==> config.mk <==
export PLATFORM = sky130hd
export DESIGN_NAME = regfile_mp
export DESIGN_NICKNAME = d
export VERILOG_FILES = /design/src/rtl/cpu_pkg.sv /design/src/rtl/regfile_rd_port.sv /design/src/rtl/regfile_mp.sv
export SDC_FILE = /design/constraint.sdc
export NUM_CORES = 2
export LEC_CHECK = 0
export CAP_MARGIN = 10
export CORE_AREA = 5 5 349 351
export CTS_CLUSTER_DIAMETER = 50
export DETAILED_ROUTE_END_ITERATION = 10
export DIE_AREA = 0 0 354 356
export PLACE_DENSITY = 0.68
export SYNTH_ARGS = -nofsm -noshare
export SYNTH_HDL_FRONTEND = slang
export SYNTH_SLANG_ARGS = --single-unit
==> constraint.sdc <==
create_clock -name clk -period 1.5 [get_ports clk]
set_input_delay 0.3 -clock clk [delete_from_list [all_inputs] [get_ports clk]]
set_output_delay 0.3 -clock clk [all_outputs]
set_load 0.01 [all_outputs]
==> src/rtl/cpu_pkg.sv <==
// Shared CPU datapath package: register file defaults and bus slicing helpers.
package cpu_pkg;

  localparam int REG_DATA_W = 32;
  localparam int REG_ADDR_W = 5;
  localparam int REG_ZERO   = 0;

  function automatic int lane_lo(input int idx, input int w);
    return idx * w;
  endfunction

  function automatic int lane_hi(input int idx, input int w);
    return idx * w + w - 1;
  endfunction

endpackage

==> src/rtl/regfile_rd_port.sv <==
// One registered register-file read port with zero masking.
// REGFILE_BYPASS_EN selects write-first forwarding of same-edge writes.
module regfile_rd_port
  import cpu_pkg::*;
#(
  parameter int DATA_W   = REG_DATA_W,
  parameter int ADDR_W   = REG_ADDR_W,
  parameter int ZERO_REG = 1
) (
  input  logic              clk,
  input  logic              rst_n,
  input  logic              rd_en,
  input  logic [ADDR_W-1:0] rd_addr,
  input  logic [DATA_W-1:0] mem_data,
  input  logic              mem_busy,
  input  logic              post_busy,
  input  logic              wr_en,
  input  logic [ADDR_W-1:0] wr_addr,
  input  logic [DATA_W-1:0] wr_data,
  output logic [DATA_W-1:0] rd_data,
  output logic              rd_busy
);

`ifdef REGFILE_BYPASS_EN
  localparam bit BYPASS = 1'b1;
`else
  localparam bit BYPASS = 1'b0;
`endif

  localparam logic [ADDR_W-1:0] ZADDR = ADDR_W'(REG_ZERO);

  logic              hit;
  logic              is_zero;
  logic [DATA_W-1:0] d_nxt;
  logic              b_nxt;

  assign hit     = BYPASS && wr_en && (wr_addr == rd_addr);
  assign is_zero = (ZERO_REG != 0) && (rd_addr == ZADDR);

  // Zero masking wins over forwarding.
  always_comb begin
    d_nxt = mem_data;
    b_nxt = BYPASS ? post_busy : mem_busy;
    if (is_zero) begin
      d_nxt = '0;
      b_nxt = 1'b0;
    end else if (hit) begin
      d_nxt = wr_data;
    end
  end

  always_ff @(posedge clk or negedge rst_n) begin
    if (!rst_n) begin
      rd_data <= '0;
      rd_busy <= 1'b0;
    end else if (rd_en) begin
      rd_data <= d_nxt;
      rd_busy <= b_nxt;
    end
  end

endmodule

==> src/rtl/regfile_mp.sv <==
// Multi-read-port register file with pending-write scoreboard.
// Build option: REGFILE_BYPASS_EN (write-first same-edge reads).
module regfile_mp
  import cpu_pkg::*;
#(
  parameter int DATA_W   = REG_DATA_W,
  parameter int ADDR_W   = REG_ADDR_W,
  parameter int NUM_RD   = 2,
  parameter int ZERO_REG = 1
) (
  input  logic                     clk,
  input  logic                     rst_n,
  input  logic [NUM_RD-1:0]        rd_en,
  input  logic [NUM_RD*ADDR_W-1:0] rd_addr,
  output logic [NUM_RD*DATA_W-1:0] rd_data,
  output logic [NUM_RD-1:0]        rd_busy,
  input  logic                     wr_en,
  input  logic [ADDR_W-1:0]        wr_addr,
  input  logic [DATA_W-1:0]        wr_data,
  input  logic                     busy_set,
  input  logic [ADDR_W-1:0]        busy_addr
);

  localparam int DEPTH = 1 << ADDR_W;
  localparam logic [ADDR_W-1:0] ZADDR = ADDR_W'(REG_ZERO);

  logic [DATA_W-1:0] mem [DEPTH];
  logic [DEPTH-1:0]  busy;
  logic [DEPTH-1:0]  busy_nxt;
  logic              wr_ok;
  logic              set_ok;

  assign wr_ok  = wr_en &&
                  !((ZERO_REG != 0) && (wr_addr == ZADDR));
  assign set_ok = busy_set &&
                  !((ZERO_REG != 0) && (busy_addr == ZADDR));

  // A new producer issued on the retiring register keeps it pending.
  always_comb begin
    busy_nxt = busy;
    if (wr_ok)
      busy_nxt[wr_addr] = 1'b0;
    if (set_ok)
      busy_nxt[busy_addr] = 1'b1;
  end

  always_ff @(posedge clk or negedge rst_n) begin
    if (!rst_n) begin
      for (int j = 0; j < DEPTH; j++)
        mem[j] <= '0;
      busy <= '0;
    end else begin
      if (wr_ok)
        mem[wr_addr] <= wr_data;
      busy <= busy_nxt;
    end
  end

  for (genvar i = 0; i < NUM_RD; i++) begin : g_rd
    logic [ADDR_W-1:0] a;
    assign a = rd_addr[lane_lo(i, ADDR_W) +: ADDR_W];

    regfile_rd_port #(
      .DATA_W   (DATA_W),
      .ADDR_W   (ADDR_W),
      .ZERO_REG (ZERO_REG)
    ) u_port (
      .clk       (clk),
      .rst_n     (rst_n),
      .rd_en     (rd_en[i]),
      .rd_addr   (a),
      .mem_data  (mem[a]),
      .mem_busy  (busy[a]),
      .post_busy (busy_nxt[a]),
      .wr_en     (wr_ok),
      .wr_addr   (wr_addr),
      .wr_data   (wr_data),
      .rd_data   (rd_data[lane_lo(i, DATA_W) +: DATA_W]),
      .rd_busy   (rd_busy[i])
    );
  end

endmodule

==> impl_metrics.env <==
export IMPL_endpoint="g_rd[0].u_port.rd_data[9]$_DFFE_PN0P_"
export IMPL_ys_warn_count=0
export IMPL_most_common_layout_cells="dfrtp_1, mux2_2, buf_4, mux2i_1, mux4_2"
export IMPL_clk_latency_ns=0.74
export IMPL_maxCapViolations=0
export IMPL_cts_buffers=135
export IMPL_path_cells="buf_6 > mux4_2 > mux2_4 > a2111oi_4 > a21oi_1"
export IMPL_crit_fanout=2
export IMPL_dr_total_vias=40900
export IMPL_synth_top_cell_area_share=0.480
export IMPL_r2r_cells=5
export IMPL_grt_pass1_wl_um=287000
export IMPL_route_detailed_drc=0
export IMPL_setup_viol=133
export IMPL_crit_path_end_kind="register"
export IMPL_leakagePower_uw=0.0330
export IMPL_power_density_mw_per_mm2=1270
export IMPL_synth_ff_type="dfrtp_1"
export IMPL_worstSetupPathType="reg -> reg"
export IMPL_status="finished with violations"
export IMPL_io_buffer_count=123
export IMPL_cp_start_kind="register"
export IMPL_synthArstFlopShare=1.00
export IMPL_hp_class="in -> async"
export IMPL_netlist_area_sq_mm=0.0585
export IMPL_die_area_sq_mm=0.126
export IMPL_avgSynthCellArea_sq_um=14.1
export IMPL_hold_viol=0
export IMPL_post_route_util=0.626
export IMPL_dr_first_iter_drc_count=3611
export IMPL_cts_tree="yes"
export IMPL_fmax_ghz=0.539
export IMPL_crit_start="mem[521]$_DFFE_PN0P_"
export IMPL_syn2layout_area_growth_pct=27.0
export IMPL_place_congestion=0.883
export IMPL_drv_slew=0
export IMPL_synth_cell_types=44
export IMPL_routed_wl_um=192000
export IMPL_antenna_found_initial=6
export IMPL_required_ns=2.10
export IMPL_fin_ws_ns=-0.354
export IMPL_grt_max_degree=56
export IMPL_slew_headroom=0.416
export IMPL_drt_vias_per_instance=6.52
export IMPL_io_pins=124
export IMPL_synth_area_top_cells="dfrtp_1, mux2_2, mux4_2"
export IMPL_grt_pass1_vias=42700
export IMPL_postLayoutCellArea_sq_mm=0.0743
export IMPL_cp_arrival_ns=2.45
export IMPL_start_util=0.493
export IMPL_cts_root_buf="clkbuf_16"
export IMPL_ir_worst_vdd_mv=1.08
export IMPL_period_minus_slack_ns=1.85
export IMPL_power_uw=94400
export IMPL_violations="setup timing"
export IMPL_dpl_instance_area_sq_mm=0.0685
export IMPL_num_rows=127
export IMPL_critical_path_max_stage_delay_ns=0.45
export IMPL_die_height_um=356
export IMPL_mappedNetlistNets=4219
export IMPL_ys_ff_latch=1122
export IMPL_wl_per_cell_um=30.7
export IMPL_placeableCoreArea_sq_mm=0.119
export IMPL_clk_path_buf_depth=3
export IMPL_ant_nets=0
export IMPL_syn_inst=4161
export IMPL_nNetsFinal=4675
export IMPL_drive_gt1_frac=0.533
export IMPL_synth_edf_count=0
export IMPL_grt_use_total=0.304
export IMPL_final_common_cell="dfrtp_1"
export IMPL_clock_skew_ns=0.0215
export IMPL_hold_ws_ns=0.0481
export IMPL_rsz0062_at_grt="true"
export IMPL_worstMarginPinSlew_ns=0.874
export IMPL_overflow=0
export IMPL_clk_pin_slew_ns=0.06
export IMPL_cpMaxStageDelayCell="mux4_2"
export IMPL_fin_crit_sh=1.24
export IMPL_rr_startpoint="mem[521]$_DFFE_PN0P_"
export IMPL_synth_largest_area_cell="dfrtp_1"
export IMPL_die_x_um=354
export IMPL_cts_sinks=1122
export IMPL_r2r_end="g_rd[0].u_port.rd_data[9]$_DFFE_PN0P_"
export IMPL_synth_yosys_seq_area_share=0.480
export IMPL_place_hpwl_um=129000
export IMPL_first_pass_iters=7
export IMPL_htree_num_levels=4
export IMPL_reg2reg_slack_ns=-0.35
cells in the mapped netlist (all sizes together) (6+ instances only):
| master | n |
|---|---|
| dfrtp | 1122 |
| mux2 | 1058 |
| mux2i | 390 |
| mux4 | 334 |
| clkbuf | 270 |
| buf | 185 |
| o22ai | 141 |
| nor2 | 140 |
| a22o | 73 |
| nand2b | 71 |
| a2111oi | 68 |
| or4 | 66 |
| a21oi | 64 |
| o211ai | 64 |
| nand2 | 21 |
| inv | 13 |
| nor3 | 11 |
| nor2b | 9 |
| nand3b | 8 |
| nand3 | 6 |
worst min path at each step:
stage / cells past startpoint / slack [ns] / end
after global placement: 1 / 0.21 / mem[628]$_DFFE_PN0P_
after detailed placement: 1 / 0.21 / mem[788]$_DFFE_PN0P_
after global routing: 2 / 0.03 / mem[628]$_DFFE_PN0P_
after CTS: 2 / 0.02 / mem[820]$_DFFE_PN0P_
final: 2 / 0.05 / mem[820]$_DFFE_PN0P_
after floorplan: 0 / 0.004 / busy[0]$_DFF_PN0_
per-stage QoR:
step                worst slack, ns  setup TNS [ns]  std cells
floorplan                    -0.415          -71.48       4161
global placement              -1.30         -774.95       5992
detailed placement            -1.08         -778.24       5993
CTS                          -0.334          -24.35       6245
global route                 -0.375          -27.52       6263
finish                       -0.354          -22.08       6264
layer usage:
metal	vias up	wire length, um	global-route usage
met5	-	41	0
met4	6	7740	0.112
met3	432	16200	0.0676
met2	1796	87200	0.469
met1	21800	80800	0.428
li1	16800	-	-
cell families (layout without fill, tap and decap cells):
logic type	after synthesis	count (layout)	synth area share
compound gates	425	425	0.0520
buf+inv	470	1024	0.0358
flops	1122	1122	0.480
mux	1782	1782	0.399
other cells	0	1	0
simple gates	362	362	0.0339
area by class of cell:
class	instances	area, sq um
Inverter	15	56.3
Fill cell	8508	44400
Clock inverter	49	606
Antenna cell	1	2.50
Clock buffer	186	3920
Sequential cell	1122	28100
Multi-Input combinational cell	2569	30800
Timing Repair Buffer	774	8870
Tap cell	1548	1940
critical path: cells and delay by family, from the launching register on:
| family | cells | cell delay (ns) |
|---|---|---|
| buf+inv | 1 | 0.12 |
| flops | 1 | 0.38 |
| mux | 2 | 0.74 |
| compound gates | 2 | 0.48 |
sequential cells by signal, indices dropped and copies added, names as in the netlist:
register / count
g_rd.u_port.rd_busy: 2
busy: 32
g_rd.u_port.rd_data: 64
mem: 1024
what timing repair did:
item | in CTS | in global routing
gates resized for setup | 459 | 44
setup buffers | 19 | 16
hold endpoints to repair | 435 | 0
gates cloned | 1 | 3
hold buffers | 1 | 0
pin swaps | 4 | 9
setup endpoints to repair | 229 | 430
power breakdown:
part / internal [uW] / switching, uW
logic: 12500 / 8130
clock network: 20300 / 13100
registers: 36000 / 4340
total: 68800 / 25500
(Power assumes the default switching activity.)
